**src/rtl/alu_addsub_pipe_pkg.sv**
```systemverilog
// Shared ALU types: operation encoding and the condition-code bundle that the
// condition-code register also consumes.
package alu_pkg;

    typedef enum logic {
        OP_ADD = 1'b0,
        OP_SUB = 1'b1
    } alu_op_e;

    typedef struct packed {
        logic zf;
        logic sf;
        logic of;
        logic cf;
    } cc_flags_t;

endpackage

```
**src/rtl/alu_addsub_pipe_if.sv**
```systemverilog
// Request/response handshake bundle for the pipelined adder/subtractor.
interface alu_addsub_pipe_if #(
    parameter int WIDTH = 64
);
    logic             in_valid;
    logic             in_ready;
    logic             op;
    logic [WIDTH-1:0] a;
    logic [WIDTH-1:0] b;
    logic             out_valid;
    logic             out_ready;
    logic [WIDTH-1:0] result;
    logic             cf;
    logic             of;
    logic             zf;
    logic             sf;

    modport master (
        output in_valid, op, a, b, out_ready,
        input  in_ready, out_valid, result, cf, of, zf, sf
    );

    modport slave (
        input  in_valid, op, a, b, out_ready,
        output in_ready, out_valid, result, cf, of, zf, sf
    );
endinterface

```
**src/rtl/alu_addsub_pipe_add_chunk.sv**
```systemverilog
// Combinational CHUNK-bit ripple adder built from the 1-bit full-adder cell;
// also exposes the carry into its top bit for signed-overflow detection.
module fa_cell (
    input  logic a,
    input  logic b,
    input  logic cin,
    output logic s,
    output logic cout
);
    assign s    = a ^ b ^ cin;
    assign cout = (a & b) | (cin & (a ^ b));
endmodule

module add_chunk #(
    parameter int W = 16
) (
    input  logic [W-1:0] a,
    input  logic [W-1:0] b,
    input  logic         cin,
    output logic [W-1:0] sum,
    output logic         cout,
    output logic         c_msb
);
    logic [W:0] c;

    assign c[0] = cin;

    for (genvar i = 0; i < W; i++) begin : g_bit
        fa_cell u_fa (
            .a   (a[i]),
            .b   (b[i]),
            .cin (c[i]),
            .s   (sum[i]),
            .cout(c[i+1])
        );
    end

    assign cout  = c[W];
    assign c_msb = c[W-1];
endmodule

```
**src/rtl/alu_addsub_pipe.sv**
```systemverilog
// Pipelined two's-complement add/sub: the carry chain is cut into STAGES chunks
// with a register rank after each; one global advance moves every rank at once.
module alu_addsub_pipe
    import alu_pkg::*;
#(
    parameter int WIDTH  = 64,
    parameter int STAGES = 4
) (
    input  logic             clk,
    input  logic             rst_n,
    alu_addsub_pipe_if.slave io
);
    localparam int CHUNK = WIDTH / STAGES;
    localparam int LAST  = STAGES - 1;

    if ((STAGES < 1) || ((WIDTH % STAGES) != 0)) begin : g_param_chk
        $error("alu_addsub_pipe: WIDTH must be a multiple of STAGES and STAGES >= 1");
    end

    logic                         adv;
    logic [WIDTH-1:0]             b_cap;
    logic [STAGES-1:0]            vld_q, vld_d;
    logic [STAGES-1:0]            op_q, op_d;
    logic [STAGES-1:0]            carry_q, carry_d;
    logic [STAGES-1:0]            zero_q, zero_d;
    logic                         msbc_q, msbc_d;
    logic [STAGES-1:0][CHUNK-1:0] sum_c;
    logic [STAGES-1:0][CHUNK-1:0] res_out;
    logic [STAGES-1:0]            cout_c;
    logic                         cmsb_last;
    logic [WIDTH-1:0]             res_full;
    cc_flags_t                    flags;

    assign adv         = !vld_q[LAST] || io.out_ready;
    assign io.in_ready = adv;
    assign b_cap       = (alu_op_e'(io.op) == OP_SUB) ? ~io.b : io.b;

    for (genvar j = 0; j < STAGES; j++) begin : g_chunk
        logic [CHUNK-1:0] a_in, b_in;
        logic             cin;
        logic             c_msb;

        if (j == 0) begin : g_cap
            assign a_in = io.a[CHUNK-1:0];
            assign b_in = b_cap[CHUNK-1:0];
            assign cin  = io.op;
        end else begin : g_dly
            // Operand chunk j waits j ranks before its adder sees it.
            logic [j:1][CHUNK-1:0] a_q, a_d, b_q, b_d;

            always_comb begin
                a_d = a_q;
                b_d = b_q;
                if (adv) begin
                    a_d[1] = io.a[j*CHUNK +: CHUNK];
                    b_d[1] = b_cap[j*CHUNK +: CHUNK];
                    for (int i = 2; i <= j; i++) begin
                        a_d[i] = a_q[i-1];
                        b_d[i] = b_q[i-1];
                    end
                end
            end

            always_ff @(posedge clk or negedge rst_n) begin
                if (!rst_n) begin
                    a_q <= '0;
                    b_q <= '0;
                end else begin
                    a_q <= a_d;
                    b_q <= b_d;
                end
            end

            assign a_in = a_q[j];
            assign b_in = b_q[j];
            assign cin  = carry_q[j-1];
        end

        add_chunk #(.W(CHUNK)) u_add (
            .a    (a_in),
            .b    (b_in),
            .cin  (cin),
            .sum  (sum_c[j]),
            .cout (cout_c[j]),
            .c_msb(c_msb)
        );

        if (j == LAST) begin : g_msb
            assign cmsb_last = c_msb;
        end else begin : g_nomsb
            logic unused_c_msb;
            assign unused_c_msb = c_msb;
        end

        // Finished result chunk j rides along from rank j to the output rank.
        logic [LAST:j][CHUNK-1:0] r_q, r_d;

        always_comb begin
            r_d = r_q;
            if (adv) begin
                r_d[j] = sum_c[j];
                for (int i = j + 1; i <= LAST; i++) begin
                    r_d[i] = r_q[i-1];
                end
            end
        end

        always_ff @(posedge clk or negedge rst_n) begin
            if (!rst_n) r_q <= '0;
            else        r_q <= r_d;
        end

        assign res_out[j] = r_q[LAST];
    end

    always_comb begin
        vld_d   = vld_q;
        op_d    = op_q;
        carry_d = carry_q;
        zero_d  = zero_q;
        msbc_d  = msbc_q;
        if (adv) begin
            vld_d[0]  = io.in_valid;
            op_d[0]   = io.op;
            carry_d   = cout_c;
            zero_d[0] = (sum_c[0] == '0);
            for (int k = 1; k < STAGES; k++) begin
                vld_d[k]  = vld_q[k-1];
                op_d[k]   = op_q[k-1];
                zero_d[k] = zero_q[k-1] && (sum_c[k] == '0);
            end
            msbc_d = cmsb_last;
        end
    end

    always_ff @(posedge clk or negedge rst_n) begin
        if (!rst_n) begin
            vld_q   <= '0;
            op_q    <= '0;
            carry_q <= '0;
            zero_q  <= '0;
            msbc_q  <= 1'b0;
        end else begin
            vld_q   <= vld_d;
            op_q    <= op_d;
            carry_q <= carry_d;
            zero_q  <= zero_d;
            msbc_q  <= msbc_d;
        end
    end

    assign res_full = res_out;

    // Outputs are forced to zero whenever the output rank holds a bubble.
    always_comb begin
        flags     = '0;
        io.result = '0;
        if (vld_q[LAST]) begin
            io.result = res_full;
            flags.zf  = zero_q[LAST];
            flags.sf  = res_full[WIDTH-1];
            flags.of  = carry_q[LAST] ^ msbc_q;
            flags.cf  = (alu_op_e'(op_q[LAST]) == OP_SUB) ? !carry_q[LAST] : carry_q[LAST];
        end
    end

    assign io.out_valid = vld_q[LAST];
    assign io.zf        = flags.zf;
    assign io.sf        = flags.sf;
    assign io.of        = flags.of;
    assign io.cf        = flags.cf;
endmodule
```
**src/flat_wrapper.sv**
```systemverilog
// flat-port wrapper written by rule: the top's interface ports become plain ports
module alu_addsub_pipe_flat import alu_pkg::*;
#(
    parameter int WIDTH  = 64,
    parameter int STAGES = 4
)
  (clk, rst_n, io_in_valid, io_op, io_a, io_b, io_out_ready, io_in_ready, io_out_valid, io_result, io_cf, io_of, io_zf, io_sf);
  alu_addsub_pipe_if #(.WIDTH(WIDTH)) io_i ();
  input  logic clk;
  input  logic rst_n;
  input wire logic [$bits(io_i.in_valid)-1:0] io_in_valid;
  input wire logic [$bits(io_i.op)-1:0] io_op;
  input wire logic [$bits(io_i.a)-1:0] io_a;
  input wire logic [$bits(io_i.b)-1:0] io_b;
  input wire logic [$bits(io_i.out_ready)-1:0] io_out_ready;
  output wire logic [$bits(io_i.in_ready)-1:0] io_in_ready;
  output wire logic [$bits(io_i.out_valid)-1:0] io_out_valid;
  output wire logic [$bits(io_i.result)-1:0] io_result;
  output wire logic [$bits(io_i.cf)-1:0] io_cf;
  output wire logic [$bits(io_i.of)-1:0] io_of;
  output wire logic [$bits(io_i.zf)-1:0] io_zf;
  output wire logic [$bits(io_i.sf)-1:0] io_sf;
  assign io_i.in_valid = io_in_valid;
  assign io_i.op = io_op;
  assign io_i.a = io_a;
  assign io_i.b = io_b;
  assign io_i.out_ready = io_out_ready;
  assign io_in_ready = io_i.in_ready;
  assign io_out_valid = io_i.out_valid;
  assign io_result = io_i.result;
  assign io_cf = io_i.cf;
  assign io_of = io_i.of;
  assign io_zf = io_i.zf;
  assign io_sf = io_i.sf;
  alu_addsub_pipe #(.WIDTH(WIDTH), .STAGES(STAGES)) u_core (.clk(clk), .rst_n(rst_n), .io(io_i));
endmodule
```
**config.mk**
```make
export PLATFORM = sky130hd
export DESIGN_NAME = alu_addsub_pipe_flat
export DESIGN_NICKNAME = d
export VERILOG_FILES = /design/src/rtl/alu_addsub_pipe_pkg.sv /design/src/rtl/alu_addsub_pipe_if.sv /design/src/rtl/alu_addsub_pipe_add_chunk.sv /design/src/rtl/alu_addsub_pipe.sv /design/src/flat_wrapper.sv
export SDC_FILE = /design/constraint.sdc
export NUM_CORES = 1
export LEC_CHECK = 0
export BUFFER_PORTS_ARGS = -buffer_cell sky130_fd_sc_hd__buf_2
export CAP_MARGIN = 20
export CORE_MARGIN = 2
export CORE_UTILIZATION = 63
export DETAILED_ROUTE_END_ITERATION = 8
export GPL_TIMING_DRIVEN = 0
export PLACE_DENSITY_LB_ADDON = 0.3
export SYNTH_ARGS = -nofsm -noshare
export SYNTH_HDL_FRONTEND = slang
export SYNTH_SLANG_ARGS = --single-unit
```
**constraint.sdc**
```tcl
create_clock -name clk -period 18.4 [get_ports clk]
set_clock_uncertainty 0.1 [all_clocks]
set_input_delay 0.92 -clock clk [delete_from_list [all_inputs] [get_ports clk]]
set_output_delay 0.92 -clock clk [all_outputs]
set_load 0.05 [all_outputs]
```
* Yosys cells after proc, flatten, opt, wreduce, memory -nomap -nowiden
Cells that the tools add are included.
Cells by class: bitwise operators 322, reduce and logical (&&, ||, !) cells 10, multiplexer cells 4
Operator list (number):
- 1-bit bitwise XOR | 129
- 1-bit bitwise AND | 128
- 64-bit 2-to-1 mux | 2
- 16-bit logical NOT | 4
- 64-bit inverter | 1
- 1-bit OR | 64
- 4-bit 2-to-1 mux | 1
- 1-bit logical AND | 3
- 1-bit logical NOT | 2
- 1-bit logical OR | 1
- 1-bit 2-to-1 mux | 1
Word-level totals: flip-flop bits (word level) 369, logic and storage cells 363, input port bits 133, output and inout port bits 70

* Depth between registers and ports, before layout
Gate-level depths: netlist of the first run.
depth in word-level cells 35, depth in mapped cells 24, mapped depth without buffers 22

* By module
Synthesis of the first run repeated with hierarchy kept, for this count alone.
Second synthesis, totals: cell total of the unflattened synthesis 1743, area total of the unflattened synthesis 16226.8 µm²
By module, submodules not included:
- alu_addsub_pipe | area each 14945.6 µm², cells each 1679, instances 1
- fa_cell | area each 20.0 µm², cells each 1, instances 64

* Least setup slack after synthesis of the first run
OpenSTA, ideal clock, no wires.
kind input port to flip-flop, start point input io_op, end point register u_core.zero_q[0], cell stages on the path 24, setup time 76 ps, data required time 18224 ps, path buffers 2, arrival 8076 ps, setup slack 10148 ps, cells stage by stage buf_2 > buf_2 > xnor2_1 > fa_1 > fa_1 > fa_1 > fa_1 > fa_1 > fa_1 > fa_1 > fa_1 > fa_1 > fa_1 > fa_1 > fa_1 > inv_1 > fa_1 > inv_1 > fa_1 > inv_1 > fa_1 > or3b_1 > or4_1 > o21ai_1
Between the ends: longest elaborated chain between the ends 34
Ends and longest elaborated chain:
- start: declaration | RTL line flat_wrapper.sv:12 | input wire logic [$bits(io_i.op)-1:0] io_op;
- 64-bit 2-to-1 mux | RTL line alu_addsub_pipe.sv:36 | assign b_cap = (alu_op_e'(io.op) == OP_SUB) ? ~io.b : io.b;
- 1-bit bitwise XOR | RTL line alu_addsub_pipe_add_chunk.sv:11 | assign cout = (a & b) | (cin & (a ^ b));
- 1-bit bitwise AND | RTL line alu_addsub_pipe_add_chunk.sv:11
- 1-bit OR | RTL line alu_addsub_pipe_add_chunk.sv:11
- 1-bit bitwise AND | RTL line alu_addsub_pipe_add_chunk.sv:11
- 1-bit OR | RTL line alu_addsub_pipe_add_chunk.sv:11
- 1-bit bitwise AND | RTL line alu_addsub_pipe_add_chunk.sv:11
- 1-bit OR | RTL line alu_addsub_pipe_add_chunk.sv:11
- (+19 left out)
- 1-bit OR | RTL line alu_addsub_pipe_add_chunk.sv:11
- 1-bit bitwise AND | RTL line alu_addsub_pipe_add_chunk.sv:11
- 1-bit OR | RTL line alu_addsub_pipe_add_chunk.sv:11
- 1-bit bitwise AND | RTL line alu_addsub_pipe_add_chunk.sv:11
- 1-bit OR | RTL line alu_addsub_pipe_add_chunk.sv:11
- 1-bit bitwise XOR (*) | RTL line alu_addsub_pipe_add_chunk.sv:10 | assign s = a ^ b ^ cin;
- named net u_core.g_chunk[0].u_add.g_bit[15].u_fa.s | RTL line alu_addsub_pipe_add_chunk.sv:7 | output logic s,
- 16-bit logical NOT (*) | RTL line alu_addsub_pipe.sv:126 | zero_d[0] = (sum_c[0] == '0);
- end signal: assignment | RTL line alu_addsub_pipe.sv:147 | zero_q <= zero_d;
- end: declaration | RTL line alu_addsub_pipe.sv:25 | logic [STAGES-1:0] zero_q, zero_d;
Mark *: on every way through the listed nets, which the timed path passes. The rest lies on a longest branch. A chain may end at the register's enable or synchronous reset.

* Worst setup path after layout of the first run
Ends and elaborated chain as after synthesis.

==> impl_results.md, run 1 <==
- Post-DP HPWL: 27720 um
- Syn nets: 1939
- Synth Register Bits: 369
- Critical Path Fanout Max: 10
- Clock Path Buffers: 3
- HP Class: in2async
- Starting density of the core: 64.26%
- N_diodes: 0
- Fin util: 74.72%
- Area delta synth->final: 16.27%
- Part of the Yosys area used for sequential elements: 56.90%
- Final period util: 46.32%
- Clk_lat worst skew: 0.51 ns
- First-pass GRT wire length: 62480 um
- VDD IR max: 0.09903 mV
- WL final: 38780 um
- Initial DRC count: 939
- CP required: 18.74 ns
- Most frequent cells in the layout: 911 x nand2_1, 369 x dfrtp_1, 275 x buf_2
- Port buffer count: 201
- Die Wd: 164.5 um
- Fin. max-slew vios: 0
- Vias per cell: 5.268
- Htree depth: 2
- DRC: 0
- Most common cell after layout, fill and taps aside: nand2_1
- Crit path capture type: flip-flop
- Largest net degree at the start of global routing: 127
- Clk slew on worst S/H paths: 0.06 ns
- CTS tree: built
- Root Buffer: clkbuf_16
- Gpl congestion: 0.8642
- Clk sinks: 369
- WP data arrival: 8.86 ns
- Final min period: 8.524 ns
- P_leak: 9.976 nW
- Status: completed
- Synth unique cells: 26
- Die H: 164.5 um
- Core area: 0.02525 mm^2
- Gr usage total: 30.07%
- IO Count: 203
- Slew HR: 37.81%
- Setup Fix Bufs, Post-CTS: 0
- Synth Instances: 1743
- Syn Std Cell Area: 0.01623 mm^2
- Grt ovf: 0
- Count of final hold-check violations: 0
- Vias: 12.30k
- Max Clk Rate: 117.3 MHz
- Setup TNS: 0 ns
- Row count: 58
- Layout cells sized above 1: 16.81%
- Per-cell routed wire length: 16.61 um
- Mapped Avg Cell Area: 9.311 um^2
- CP Class: in2reg
- Pwr dens: 189.9 mW/mm^2
- Vias in the first global route: 12.53k
- Synth warn: 0
- Final setup vio count: 0
- Final hold slack: 0.2053 ns
- Setup slack, reg-to-reg: 10.12 ns
- Initial antenna violation count: 0
- CP startpoint kind: input port
- Slew @ Worst Pin: 0.9329 ns
- Post-CTS sizing: 0
- DRT Pass-1 Iters: 5
- Num CTS Buffers: 36
- ANT nets after route: 0
- Hold_buf cts: 0
- RSZ-0062 raised after global routing: no
- Die ar.: 0.02706 mm^2
- Final #Nets: 2181
- Max Cap Violations: 0
[routing by layer]
metal  vias to the layer above  wire length (um)  GRT usage, %  share of wire (%)
met5                         -                 0             0                  0
met4                         0              1530         12.21                3.9
met3                        93              2179         4.294                5.6
met2                       424             19210         51.77                 50
met1                      6003             15860         38.86                 41
li1                       5781                 -             -                  -
[power breakdown]
| group | switching [mW] | internal (mW) | total (mW) |
|---|---|---|---|
| Sequential | 0.223 | 1.17 | 1.40 |
| Combinational | 0.981 | 0.497 | 1.48 |
| Clock | 0.297 | 0.413 | 0.710 |
| Total | 1.50 | 2.08 | 3.58 |
[cell usage after synthesis]
cell type / n / share of area, %
or4_1: 1 / 0.046
and2b_1: 1 / 0.046
nand2_1: 911 / 21
mux2i_1: 1 / 0.062
buf_8: 2 / 0.19
and2_1: 67 / 2.6
xnor2_1: 60 / 3.2
nor2_1: 24 / 0.56
buf_2: 75 / 2.3
xor2_1: 6 / 0.32
nor4b_1: 4 / 0.22
inv_1: 37 / 0.86
nand4_1: 6 / 0.23
fa_1: 63 / 7.8
or3b_1: 1 / 0.054
inv_2: 1 / 0.023
nor4_1: 6 / 0.23
dfrtp_1: 369 / 57
o21ai_1: 21 / 0.65
nand4b_1: 2 / 0.11
buf_4: 2 / 0.092
o21a_1: 1 / 0.046
nand2b_1: 1 / 0.039
clkbuf_1: 17 / 0.39
o21ai_0: 42 / 1.3
a21oi_1: 22 / 0.68
[flip-flops by register name, summed over array words and instances (netlist names)]
register / flops
u_core.g_chunk.r_q: 160
u_core.g_chunk.g_dly.b_q: 48
u_core.g_chunk.g_dly.a_q: 48
u_core.msbc_q: 1
u_core.op_q: 4
u_core.g_chunk.b_in: 48
u_core.carry_q: 4
u_core.zero_q: 4
u_core.g_chunk.a_in: 48
u_core.vld_q: 4
[area by class of cell]
class | count | area (um^2)
Sequential cell | 369 | 9234
Fill cell | 1802 | 6384
Multi-Input combinational cell | 1240 | 6369
Clock buffer | 54 | 1110
Timing Repair Buffer | 204 | 1099
Buffer | 96 | 484.2
Tap cell | 330 | 412.9
Inverter | 38 | 142.6
Clock inverter | 4 | 20.02
[cells by family after synthesis]
group	after synthesis	share of synthesized area, %
buffers and inverters	134	3.862
adder cells (fa/ha/maj)	63	7.771
multiplexers	1	0.06168
AO/OA/AOI/OAI	86	2.668
XOR/XNOR	66	3.562
flip-flops	369	56.90
AND/OR/NAND/NOR	1024	25.18
[path summary, 6_finish.rpt]
check | start | end | cells after the start
min in group clk | u_core.g_chunk[0].r_q[52]$_DFFE_PN0P_ | u_core.g_chunk[0].r_q[52]$_DFFE_PN0P_ | 2
hold reg to reg | u_core.g_chunk[0].r_q[52]$_DFFE_PN0P_ | u_core.g_chunk[0].r_q[52]$_DFFE_PN0P_ | 2
max in group asynchronous | rst_n | u_core.g_chunk[3].g_dly.a_q[22]$_DFFE_PN0P_ | 3
setup / recovery | io_op | u_core.zero_q[0]$_DFFE_PN0P_ | 24
setup reg to reg | u_core.carry_q[1]$_DFFE_PN0P_ | u_core.zero_q[2]$_DFFE_PN0P_ | 21
hold / removal | rst_n | u_core.g_chunk[1].r_q[36]$_DFFE_PN0P_ | 1
[critical path, stage by stage]
cell and delay [ns]:
buf_2 0.28, buf_2 0.39, xnor2_1 0.15, fa_1 0.43, fa_1 0.39, fa_1 0.44, fa_1 0.42, fa_1 0.39
fa_1 0.42, fa_1 0.43, fa_1 0.40, fa_1 0.39, fa_1 0.39, fa_1 0.39, fa_1 0.37, inv_1 0.08
fa_1 0.16, inv_1 0.05, fa_1 0.35, inv_1 0.09, fa_1 0.48, or3b_1 0.36, or4_1 0.54, o21ai_1 0.14
[metrics by stage]
| stage | worst slack [ns] | cell area (um^2) | cells | power (mW) |
|---|---|---|---|---|
| after floorplan | 10.15 | 16230 | 1743 | 2.396 |
| after global placement | 9.542 | 17650 | 2274 | 2.775 |
| after global routing | 9.628 | 18870 | 2335 | 3.823 |
| after CTS | 9.921 | 18870 | 2335 | 3.586 |
| final | 9.876 | 18870 | 2335 | 3.584 |
| after detailed placement | 9.362 | 17740 | 2277 | 2.846 |
Power figures use the tool's default switching activity.
==> inputs of run 2 (changes only) <==
--- a/config.mk
+++ b/config.mk
@@ -8,7 +8,7 @@
 export BUFFER_PORTS_ARGS = -buffer_cell sky130_fd_sc_hd__buf_2
 export CAP_MARGIN = 20
 export CORE_MARGIN = 2
-export CORE_UTILIZATION = 63
+export CORE_UTILIZATION = 53
 export DETAILED_ROUTE_END_ITERATION = 8
 export GPL_TIMING_DRIVEN = 0
 export PLACE_DENSITY_LB_ADDON = 0.3
==> constraint.sdc (replaced) <==
create_clock -name clk -period 7.4 [get_ports clk]
set_clock_uncertainty 0.1 [all_clocks]
set_input_delay 0.37 -clock clk [delete_from_list [all_inputs] [get_ports clk]]
set_output_delay 0.37 -clock clk [all_outputs]
set_load 0.05 [all_outputs]
==> impl_results.md, run 2 (synthesized netlist as in run 1, its figures left out) <==
- Final worst slack: 0.1834 ns
- Pwr dens: 460.7 mW/mm^2
- Post-route design area: 0.01969 mm^2
- Hold Path Sink: u_core.g_chunk[1].a_in[2]$_DFFE_PN0P_
- Seq. cell area: 0.009235 mm^2
- Status: completed
- Clk_lat worst skew: 0.52 ns
- Slowest library cell on the worst path: or4_1
- Per-cell routed wire length: 15.70 um
- First-pass GRT wire length: 61720 um
- CP startpoint: io_op
- Row count: 64
- Endpoint of the worst-slack reg-to-reg timing path: u_core.zero_q[3]$_DFFE_PN0P_
- Die Wd: 179.0 um
- Critical path buffers and inverters: 5
- Clk sinks: 369
- Crit path capture type: flip-flop
- Fin. max-slew vios: 0
- Largest net degree at the start of global routing: 109
- Grt ovf: 0
- Layout cells sized above 1: 18.90%
- Most common cell after layout, fill and taps aside: nand2_1
- Slew HR: 47.66%
- Port buffer count: 201
- Core area: 0.03035 mm^2
- Root Buffer: clkbuf_16
- DP Worst Slack: -0.5323 ns
- Gr usage total: 25.19%
- Hold depth: 3
- Most frequent CP cell: fa_1
- Final min period: 7.217 ns
- Die ar.: 0.03204 mm^2
- Cell Chain, Critical Path: buf_6, buf_12, xnor2_1, fa_1, fa_1, fa_2, fa_1, fa_1, fa_1, fa_2, fa_2, fa_2, fa_2, fa_2, fa_1, inv_1, fa_1, inv_1, fa_1, inv_1, fa_1, or3b_1, or4_1, o21ai_1
- Setup slack, reg-to-reg: 0.19 ns
- Most frequent cells in the layout: 911 x nand2_1, 368 x dfrtp_1, 273 x buf_2
- DRT Pass-1 Iters: 5
- RSZ-0062 raised after global routing: yes
- CP required: 7.73 ns
- P_leak: 10.18 nW
- Htree depth: 2
- Starting density of the core: 53.48%
- Critical Path Fanout Max: 10
- Number of flip-flops in the largest register: 160
- Initial DRC count: 698
- Area delta synth->final: 21.30%
- Layout Cells excl Fill: 2460
- Post-DP HPWL: 28490 um
- Vias per cell: 4.891
- CP startpoint kind: input port
- IO Count: 203
- Num CTS Buffers: 38
- HP Class: in2reg
- DRC: 0
- CTS tree: built
- Multi-input gate area: 0.006486 mm^2
- ANT nets after route: 0
- FF-to-FF Start: u_core.carry_q[2]$_DFFE_PN0P_
- Worst R2R Path Depth: 21
- HP Start: io_a[18]
- Final #Nets: 2232
- Initial antenna violation count: 0
- FILL cells: 2481
- Vias: 12.03k
- Count of final hold-check violations: 0
- Clock Path Buffers: 3
- WL final: 38620 um
- Area after DPL: 0.01790 mm^2
- Max Cap Violations: 0
- Top reg by flops: u_core.g_chunk.r_q
- Vias in the first global route: 12.30k
- CP Class: in2reg
- N_diodes: 0
- Delay-heaviest family, CP: adder cells
- Clk slew on worst S/H paths: 0.06 ns
- Final period util: 97.52%
- Dpl cells: 2343
- Gpl congestion: 0.8678
- Worst path max stage delay: 0.53 ns
- Max Clk Rate: 138.6 MHz
- Slew @ Worst Pin: 0.7851 ns
- VDD IR max: 0.1896 mV
- WP data arrival: 7.55 ns
- Final setup vio count: 0
- Die H: 179.0 um
run 2: cell count changes in the layout (fill, tap and decap cells not counted), sizes merged:
cell         previous run  this run
dlygate4sd3             0        47
bufinv                  0         1
clkinv                  4         3
buf                   283       285
clkbuf                 71        81
run 2: routing by layer:
layer / vias up / wire length (um) / track usage (%)
met5: - / 0 / 0
met4: 0 / 1400 / 9.553
met3: 74 / 2038 / 4.135
met2: 323 / 18890 / 42.93
met1: 5740 / 16290 / 32.54
li1: 5896 / - / -
run 2: what timing repair did:
item | in CTS | in global routing
gates cloned | 0 | 0
setup buffers | 1 | 1
pin swaps | 12 | 20
setup endpoints to repair | 8 | 7
gates resized for setup | 19 | 9
hold buffers | 47 | 0
hold endpoints to repair | 137 | 0
run 2: area by class of cell:
cell class	instances	share of cell area [%]
Timing Repair Buffer	253	8.046
Sequential cell	369	46.91
Multi-Input combinational cell	1240	32.95
Tap cell	396	2.517
Clock inverter	4	0.2288
Clock buffer	64	6.057
Buffer	96	2.568
Inverter	38	0.7245
run 2: worst max-delay path by stage:
stage               cells past startpoint                                    endpoint  slack [ns]
floorplan                              21                u_core.zero_q[2]$_DFFE_PN0P_       0.003
global placement                        1  u_core.g_chunk[3].g_dly.a_q[8]$_DFFE_PN0P_        -1.0
detailed placement                     24                u_core.zero_q[0]$_DFFE_PN0P_       -0.53
CTS                                    21                u_core.zero_q[2]$_DFFE_PN0P_        0.02
global route                           24                u_core.zero_q[0]$_DFFE_PN0P_      -0.004
finish                                 24                u_core.zero_q[0]$_DFFE_PN0P_        0.18
run 2: report_power, final:
group          leakage, nW  internal, mW  total, mW  switching (mW)
registers             4.45          2.92       3.47           0.551
logic                 5.12          1.32       3.72            2.40
clock network        0.606          1.13       1.88           0.750
total                 10.2          5.37       9.07            3.70
run 2: through the flow:
stage          hold slack (ns)  setup TNS, ns  utilization (%)  power, mW
2_1_floorplan         -0.02559              0                -      6.000
3_3_place_gp            0.3407        -360.09            58.67      6.995
3_5_place_dp            0.3398         -2.968            58.97      7.160
4_1_cts              0.0004239              0            64.77      9.113
5_1_grt                0.01108      -0.003800            64.87      9.741
6_report               0.01055              0            64.87      9.070
run 2: worst min-delay path: stages:
cell and delay (ns):
buf_2 0.09, nand2_1 0.06, nand2_1 0.06
==> inputs of run 3 (changes only) <==
--- a/config.mk
+++ b/config.mk
@@ -5,10 +5,11 @@
 export SDC_FILE = /design/constraint.sdc
 export NUM_CORES = 1
 export LEC_CHECK = 0
+export ABC_CLOCK_PERIOD_IN_PS = 7400
 export BUFFER_PORTS_ARGS = -buffer_cell sky130_fd_sc_hd__buf_2
 export CAP_MARGIN = 20
 export CORE_MARGIN = 2
-export CORE_UTILIZATION = 53
+export CORE_UTILIZATION = 35
 export DETAILED_ROUTE_END_ITERATION = 8
 export GPL_TIMING_DRIVEN = 0
 export PLACE_DENSITY_LB_ADDON = 0.3
==> impl_results.md, run 3 (synthesized netlist as in run 1, its figures left out) <==
- Critical Path Fanout Max: 10
- Worst path max stage delay: 0.53 ns
- Final period util: 97.27%
- Most common cell after layout, fill and taps aside: nand2_1
- Seq. cell area: 0.009235 mm^2
- Status: completed
- Initial antenna violation count: 1
- Dpl cells: 2548
- Layout cells sized above 1: 19.66%
- Area delta synth->final: 24.14%
- Top reg by flops: u_core.g_chunk.r_q
- Layout Cells excl Fill: 2675
- HP Class: in2reg
- Fin util: 44.20%
- CP required: 7.76 ns
- Slew @ Worst Pin: 0.6473 ns
- Per-cell routed wire length: 15.83 um
- CP startpoint kind: input port
- CTS tree: built
- Final min period: 7.198 ns
- Vias in the first global route: 12.50k
- Largest net degree at the start of global routing: 122
- WL final: 42340 um
- Grt ovf: 0
- Clock Path Buffers: 3
- Clk slew on worst S/H paths: 0.06 ns
- VDD IR max: 0.1982 mV
- RSZ-0062 raised after global routing: no
- Fin. max-slew vios: 0
- Vias per cell: 4.468
- IO Count: 203
- Die Wd: 219.3 um
- Port buffer count: 201
- CP Class: in2reg
- Clk_lat worst skew: 0.54 ns
- FILL cells: 4512
- Cell Chain, Critical Path: buf_6, buf_8, xnor2_1, fa_1, fa_1, fa_1, fa_1, fa_1, fa_1, fa_2, fa_2, fa_2, fa_2, fa_2, fa_1, inv_1, fa_1, inv_1, fa_1, inv_1, fa_2, or3b_1, or4_1, o21ai_1
- Pwr dens: 459.9 mW/mm^2
- Num CTS Buffers: 40
- Count of final hold-check violations: 0
- DRC: 0
- ANT nets after route: 0
- Gpl congestion: 0.8325
- Critical path buffers and inverters: 5
- Die ar.: 0.04811 mm^2
- Number of flip-flops in the largest register: 160
- Initial DRC count: 544
- Vias: 11.95k
- Delay-heaviest family, CP: adder cells
- Most frequent CP cell: fa_1
- Final setup vio count: 0
- Starting density of the core: 35.61%
- Final #Nets: 2241
- P_leak: 10.27 nW
- Max Clk Rate: 138.9 MHz
- DRT Pass-1 Iters: 4
- N_diodes: 0
- Slowest library cell on the worst path: or4_1
- Crit path capture type: flip-flop
- Max Cap Violations: 0
- Row count: 78
- Multi-input gate area: 0.006494 mm^2
- Most frequent cells in the layout: 911 x nand2_1, 368 x dfrtp_1, 273 x buf_2
- Post-DP HPWL: 31730 um
- Gr usage total: 18.04%
- Die H: 219.3 um
- Clk sinks: 369
- Core area: 0.04558 mm^2
- WP data arrival: 7.56 ns
- First-pass GRT wire length: 66830 um
- Slew HR: 56.85%
- Root Buffer: clkbuf_16
- Htree depth: 2
==> run 3: metal layers <==
metal | track usage, % | up-vias | routed length [um]
met5 | 0 | - | 0
met4 | 4.842 | 0 | 867
met3 | 3.202 | 50 | 2182
met2 | 30.60 | 239 | 20330
met1 | 23.80 | 5755 | 18970
li1 | - | 5908 | -
==> run 3: path summary, 6_finish.rpt <==
check                                                      start                                         end  slack [ns]  cells past startpoint
setup reg to reg           u_core.g_chunk[3].a_in[0]$_DFFE_PN0P_                u_core.zero_q[3]$_DFFE_PN0P_        0.23                     21
min in group asynchronous                                  rst_n       u_core.g_chunk[1].r_q[42]$_DFFE_PN0P_        0.31                      2
hold / removal                                          io_b[57]  u_core.g_chunk[3].g_dly.b_q[9]$_DFFE_PN0P_        0.02                      3
hold reg to reg             u_core.g_chunk[3].r_q[2]$_DFFE_PN0P_        u_core.g_chunk[3].r_q[2]$_DFFE_PN0P_        0.36                      2
setup / recovery                                           io_op                u_core.zero_q[0]$_DFFE_PN0P_        0.20                     24
max in group asynchronous                                  rst_n        u_core.g_chunk[3].r_q[8]$_DFFE_PN0P_        5.55                      4
==> run 3: layout make-up <==
class | instances | share of cell area [%]
Inverter | 38 | 0.7080
Clock inverter | 12 | 0.6086
Tap cell | 600 | 3.726
Clock buffer | 60 | 6.092
Buffer | 96 | 2.484
Sequential cell | 369 | 45.84
Multi-Input combinational cell | 1240 | 32.23
Timing Repair Buffer | 260 | 8.310
==> run 3: tightest hold or removal path, cell delays in order <==
cell	delay (ns)
buf_2	0.08
xnor2_1	0.11
o21ai_1	0.06
==> run 3: what timing repair did <==
action | CTS | global route
hold buffers | 54 | 0
setup endpoints to repair | 9 | 7
gates resized for setup | 22 | 10
pin swaps | 10 | 12
buffers inserted | 0 | 1
hold endpoints to repair | 122 | 0
==> run 3: through the flow <==
step / total power [mW] / setup TNS (ns) / hold WS [ns] / cell area [um^2] / worst slack (ns)
global placement: 7.126 / -434.89 / 0.3412 / 18060 / -1.215
finish: 9.266 / 0 / 0.01978 / 20150 / 0.2021
CTS: 9.369 / 0 / 0.003409 / 20120 / 0.03157
detailed placement: 7.255 / -2.960 / 0.2828 / 18180 / -0.5270
global route: 9.985 / 0 / 0.02870 / 20150 / 0.02454
floorplan: 6.000 / 0 / -0.02559 / 16300 / 0.002962
==> run 3: power breakdown <==
part | total [mW] | switching [mW] | internal (mW)
Combinational | 3.77 | 2.43 | 1.34
Clock | 2.03 | 0.810 | 1.22
Sequential | 3.47 | 0.552 | 2.92
